### config.mk
export PLATFORM = sky130hd
export DESIGN_NAME = transmitter_scheduler
export DESIGN_NICKNAME = d
export VERILOG_FILES = /design/src/rtl/transmitter_scheduler.sv
export SDC_FILE = /design/constraint.sdc
export NUM_CORES = 1
export LEC_CHECK = 0
export CAP_MARGIN = 0
export CORE_MARGIN = 10
export CORE_UTILIZATION = 35
export CTS_BUF_LIST = sky130_fd_sc_hd__clkbuf_16
export CTS_CLUSTER_SIZE = 25
export DETAILED_ROUTE_END_ITERATION = 6
export PLACE_DENSITY = 0.7
export REMOVE_ABC_BUFFERS = 1
export SYNTH_ARGS = -nofsm -noshare
export SYNTH_HDL_FRONTEND = slang
export SYNTH_SLANG_ARGS = --single-unit
### constraint.sdc
create_clock -name clk -period 3 [get_ports clk]
set_input_delay 0.45 -clock clk [delete_from_list [all_inputs] [get_ports clk]]
set_output_delay 0.45 -clock clk [all_outputs]
set_load 0.02 [all_outputs]
### src/rtl/transmitter_scheduler.sv
// Round-robin pick of one non-empty channel, pop it with a one-cycle ack, then serialise MSB-first.
// Latency: ack at T, symbols T+1..T+N, then GAP_CYCLES idle; inputs are ignored outside IDLE.
module transmitter_scheduler #(
  parameter int CHANNELS   = 3,
  parameter int WORD_WIDTH = 16,
  parameter int SYM_WIDTH  = 2,
  parameter int GAP_CYCLES = 1
) (
  input  logic                           clk,
  input  logic                           arst,
  input  logic [CHANNELS-1:0]            ch_valid,
  input  logic [CHANNELS*WORD_WIDTH-1:0] ch_data,
  output logic [CHANNELS-1:0]            ch_ack,
  output logic [SYM_WIDTH-1:0]           sym_data,
  output logic                           sym_valid,
  output logic                           sym_first,
  output logic [1:0]                     sym_chan,
  output logic                           busy
);

  localparam int N     = WORD_WIDTH / SYM_WIDTH;
  localparam int CNT_W = ($clog2(N) > 4) ? $clog2(N) : 4;
  localparam logic [CNT_W-1:0] LAST_SYM = CNT_W'(N - 1);
  localparam logic [CNT_W-1:0] LAST_GAP = (GAP_CYCLES > 0) ? CNT_W'(GAP_CYCLES - 1) : '0;
  localparam logic [1:0]       LAST_RST = 2'(CHANNELS - 1);

  typedef enum logic [1:0] {
    IDLE  = 2'd0,
    SHIFT = 2'd1,
    GAP   = 2'd2
  } state_t;

  state_t                state;
  state_t                state_nxt;
  logic [WORD_WIDTH-1:0] shift_reg;
  logic [CNT_W-1:0]      cnt;
  logic [1:0]            last;
  logic [1:0]            grant;
  logic [1:0]            rr_idx;
  logic                  grant_vld;
  logic                  take;

  // Search starts just after the previous winner so every requester is served in turn.
  always_comb begin
    grant     = '0;
    grant_vld = 1'b0;
    rr_idx    = '0;
    for (int off = 1; off <= CHANNELS; off++) begin
      rr_idx = 2'((int'(last) + off) % CHANNELS);
      if (!grant_vld && ch_valid[rr_idx]) begin
        grant_vld = 1'b1;
        grant     = rr_idx;
      end
    end
  end

  // Gated by arst so no pop can be issued while the block is held in reset.
  assign take = (state == IDLE) && grant_vld && !arst;

  always_ff @(posedge clk or posedge arst) begin
    if (arst) begin
      state <= IDLE;
    end else begin
      state <= state_nxt;
    end
  end

  always_comb begin
    state_nxt = state;
    case (state)
      IDLE: begin
        if (take) begin
          state_nxt = SHIFT;
        end
      end
      SHIFT: begin
        if (cnt == LAST_SYM) begin
          state_nxt = (GAP_CYCLES > 0) ? GAP : IDLE;
        end
      end
      GAP: begin
        if (cnt == LAST_GAP) begin
          state_nxt = IDLE;
        end
      end
      default: state_nxt = IDLE;
    endcase
  end

  always_ff @(posedge clk or posedge arst) begin
    if (arst) begin
      shift_reg <= '0;
      cnt       <= '0;
      last      <= LAST_RST;
      sym_chan  <= '0;
    end else begin
      case (state)
        IDLE: begin
          if (take) begin
            shift_reg <= ch_data[int'(grant)*WORD_WIDTH +: WORD_WIDTH];
            sym_chan  <= grant;
            last      <= grant;
            cnt       <= '0;
          end
        end
        SHIFT: begin
          shift_reg <= shift_reg << SYM_WIDTH;
          cnt       <= (cnt == LAST_SYM) ? '0 : cnt + 1'b1;
        end
        GAP: begin
          cnt <= (cnt == LAST_GAP) ? '0 : cnt + 1'b1;
        end
        default: cnt <= '0;
      endcase
    end
  end

  always_comb begin
    ch_ack    = '0;
    sym_valid = 1'b0;
    sym_first = 1'b0;
    sym_data  = '0;
    busy      = (state != IDLE);
    case (state)
      IDLE: begin
        if (take) begin
          ch_ack[grant] = 1'b1;
        end
      end
      SHIFT: begin
        sym_valid = 1'b1;
        sym_first = (cnt == '0);
        sym_data  = shift_reg[WORD_WIDTH-1 -: SYM_WIDTH];
      end
      default: ;
    endcase
  end

endmodule
==> flow_summary.yaml, run 1 <==
cells_and_area:
  area_growth_pct: 42.5
  largest_reg_flops: 16
  insertedDiodeCount: 0
  drive_gt1_share_pct: 13.8
  seqCellArea_um2: 627
  multi_input_area_um2: 1170
  fill_cells: 524
  layout.nets: 325
floorplan:
  die_h_um: 93.7
  std_cell_rows: 26
  die_width_um: 93.7
  core_area_um2: 5200
  dieArea_um2: 8790
  ios: 63
  start_util_pct: 36.6
setup_path:
  crit_path_start_kind: "register"
  crit_buf_inv: 2
  worst-path-max-fanout: 5
  cpPeakStageDelay_ps: 560
  cp_top_family: "simple AND/OR/NAND/NOR gates"
  arrival_ps: 2380
  rr_worst_depth: 10
  path_class: "reg2out"
  cp_common_cell: "nor3_2"
  cp.depth: 9
  cp.required_ps: 2550
  path_cells: "inv_1 -> ha_1 -> nand2b_1 -> mux2i_4 -> nor3_2 -> nor3_2 -> nand2_1 -> nor2_1 -> dlygate4sd2_1"
  cp_slowest_cell: "dfstp_2"
  endpoint_kind: "output pin"
grt:
  grt_start_max_net_pins: 28
  grt_pass1_vias: 1807
  antenna_found_initial: 0
  gr-usage-all-layers_pct: 11.5
  gr-total-overflow: 0
  grt_pass1_wl_um: 8400
sta:
  rsz0062_at_grt: "no"
  tightestPinTransition_ps: 625
  whs_ps: 487
  relSlewSlack_pct: 58.2
  fin_crit_ps: 2830
  setup_viol: 0
  fin_skew_ps: 1.85
  maxSlewViolCount: 0
  hold_viol_final: 0
  period_share_pct: 94.2
  fmax_mhz: 354
placement:
  routabilityCongestion: 0.799
  portBuffers: 62
  place_hpwl_um: 3990
detailed_routing:
  postRouteAntennaNets: 0
  drt-wirelength-per-cell_um: 15.4
  viasPerCell: 5.26
  drt-total-wl_um: 5100
  drcViolationCount: 0
  drt-initial-drc-count: 115
  routed-via-count: 1742
  firstDrtPassIters: 4
yosys:
  postSynthAreaPerCell_um2: 9.81
  ys.flop_type: "dfrtp_1"
  synth_commonest_cells: "24 x dfrtp_1, 24 x mux2i_1, 16 x nor2_1"
  ys_top_cells_by_area: "dfrtp_1 32%, mux2i_1 13%, ha_1 6.6%, a222oi_1 4.7%, nor2_1 3.2%"
  synth_cell_types: 46
  yosys_register_bits: 25
  synth_cells: 194
  ys.warnings.count: 0
  synth_area_um2: 1900
  async_flop_share_pct: 100
  synth_top_area_share_pct: 31.6
  synth_edf_count: 0
  ys_seq_area_share_pct: 32.9
  synth_top_area_cell: "dfrtp_1"
pwr:
  finalPower_mw: 2.75
  leakage_nw: 1.15
  ir_drop_mv: 0.519
  pwr_density_cell_nw_per_um2: 1010
clock_tree:
  cts-htree-levels: 1
  cts_made_buffers: 3
  clk_pin_slew_worst_paths_ps: 60
  cts-root-buf: "clkbuf_16"
  worstSkewPairLatency_ps: 260
  hold_buffers: 0
  clockBufferDepth: 2
  clock-sinks: 25
  tritoncts: "built"
run_status:
  status: "complete, no violations"
worst_hold_path:
  min_delay_path_depth: 1
  min_path_type: "reg2reg"
flow_run:
  maxCapViolations: 0
## report_power, final
group,leakage (nW),internal (mW),switching (mW)
combinational,0.789,0.891,0.985
clock,0.0409,0.180,0.119
sequential,0.323,0.484,0.0927
total,1.15,1.56,1.20
## final cells by class
class	instances	share of cell area (%)
clock buffer	3	2.77
clock inverter	1	0.185
inverter	12	1.66
multi-input combinational	147	43.2
sequential	25	23.1
tap	70	3.23
timing repair buffer	73	25.8
## routing by layer
layer  GRT usage (%)  wire (um)  share of wire [%]
met1            13.6       2150                 42
met2            19.5       2500                 49
met3            3.92        422                8.3
met4            2.66         38               0.74
met5               0          0                  0
## layout by cell type, fill, tap and decap left out, drive strengths merged, types with 4 or more instances in the layout
cell type | netlist | final
a222oi | 9 | 9
dfrtp | 24 | 24
ha | 10 | 10
clkdlybuf4s50 | 0 | 59
a21oi | 4 | 4
nand2 | 15 | 15
nor2 | 16 | 16
buf | 7 | 11
o21ai | 18 | 18
nand2b | 5 | 5
inv | 12 | 12
o211ai | 7 | 7
a221oi | 5 | 5
mux2i | 26 | 26
## what timing repair did
| action | CTS | global route |
|---|---|---|
| resized for setup | 4 | 3 |
| endpoints found under the setup margin | 3 | 2 |
| pin swaps | 0 | 0 |
| buffers inserted | 0 | 2 |
## cell families (layout without fill, tap and decap cells)
family / Yosys count / after routing / synth area share [%]
mux: 29 / 29 / 16.8
buf+inv: 22 / 89 / 6.11
simple gates: 51 / 51 / 14.5
flops: 25 / 25 / 32.9
fa+ha+maj: 10 / 10 / 6.57
compound gates: 57 / 57 / 23.1
## per-stage QoR
stage	util [%]	std cells	worst slack, ps	TNS (ps)	area, um2
floorplan	-	184	-501	-2500	1830
global route	52.1	331	15.7	0	2710
finish	52.1	331	173	0	2710
detailed placement	50.2	325	8.68	0	2610
global placement	50.2	325	36.4	0	2610
CTS	51.7	329	71.6	0	2690
## path summary, 6_finish.rpt
check                       startpoint      endpoint  slack [ps]
setup / recovery               last[1]     ch_ack[0]         170
hold / removal             sym_chan[1]   sym_chan[1]         490
setup reg to reg               last[1]  shift_reg[8]         420
hold reg to reg            sym_chan[1]   sym_chan[1]         490
max in group asynchronous         arst       last[1]        1930
min in group asynchronous         arst        cnt[2]         770
Power figures use the tool's default switching activity.
==> run 2, diff against run 1 <==
CTS_CLUSTER_DIAMETER = 120   (was unset)
CTS_CLUSTER_SIZE = unset   (was 25)
==> results of run 2 <==
Final layout, timing and power as in run 1 (identical DEF).
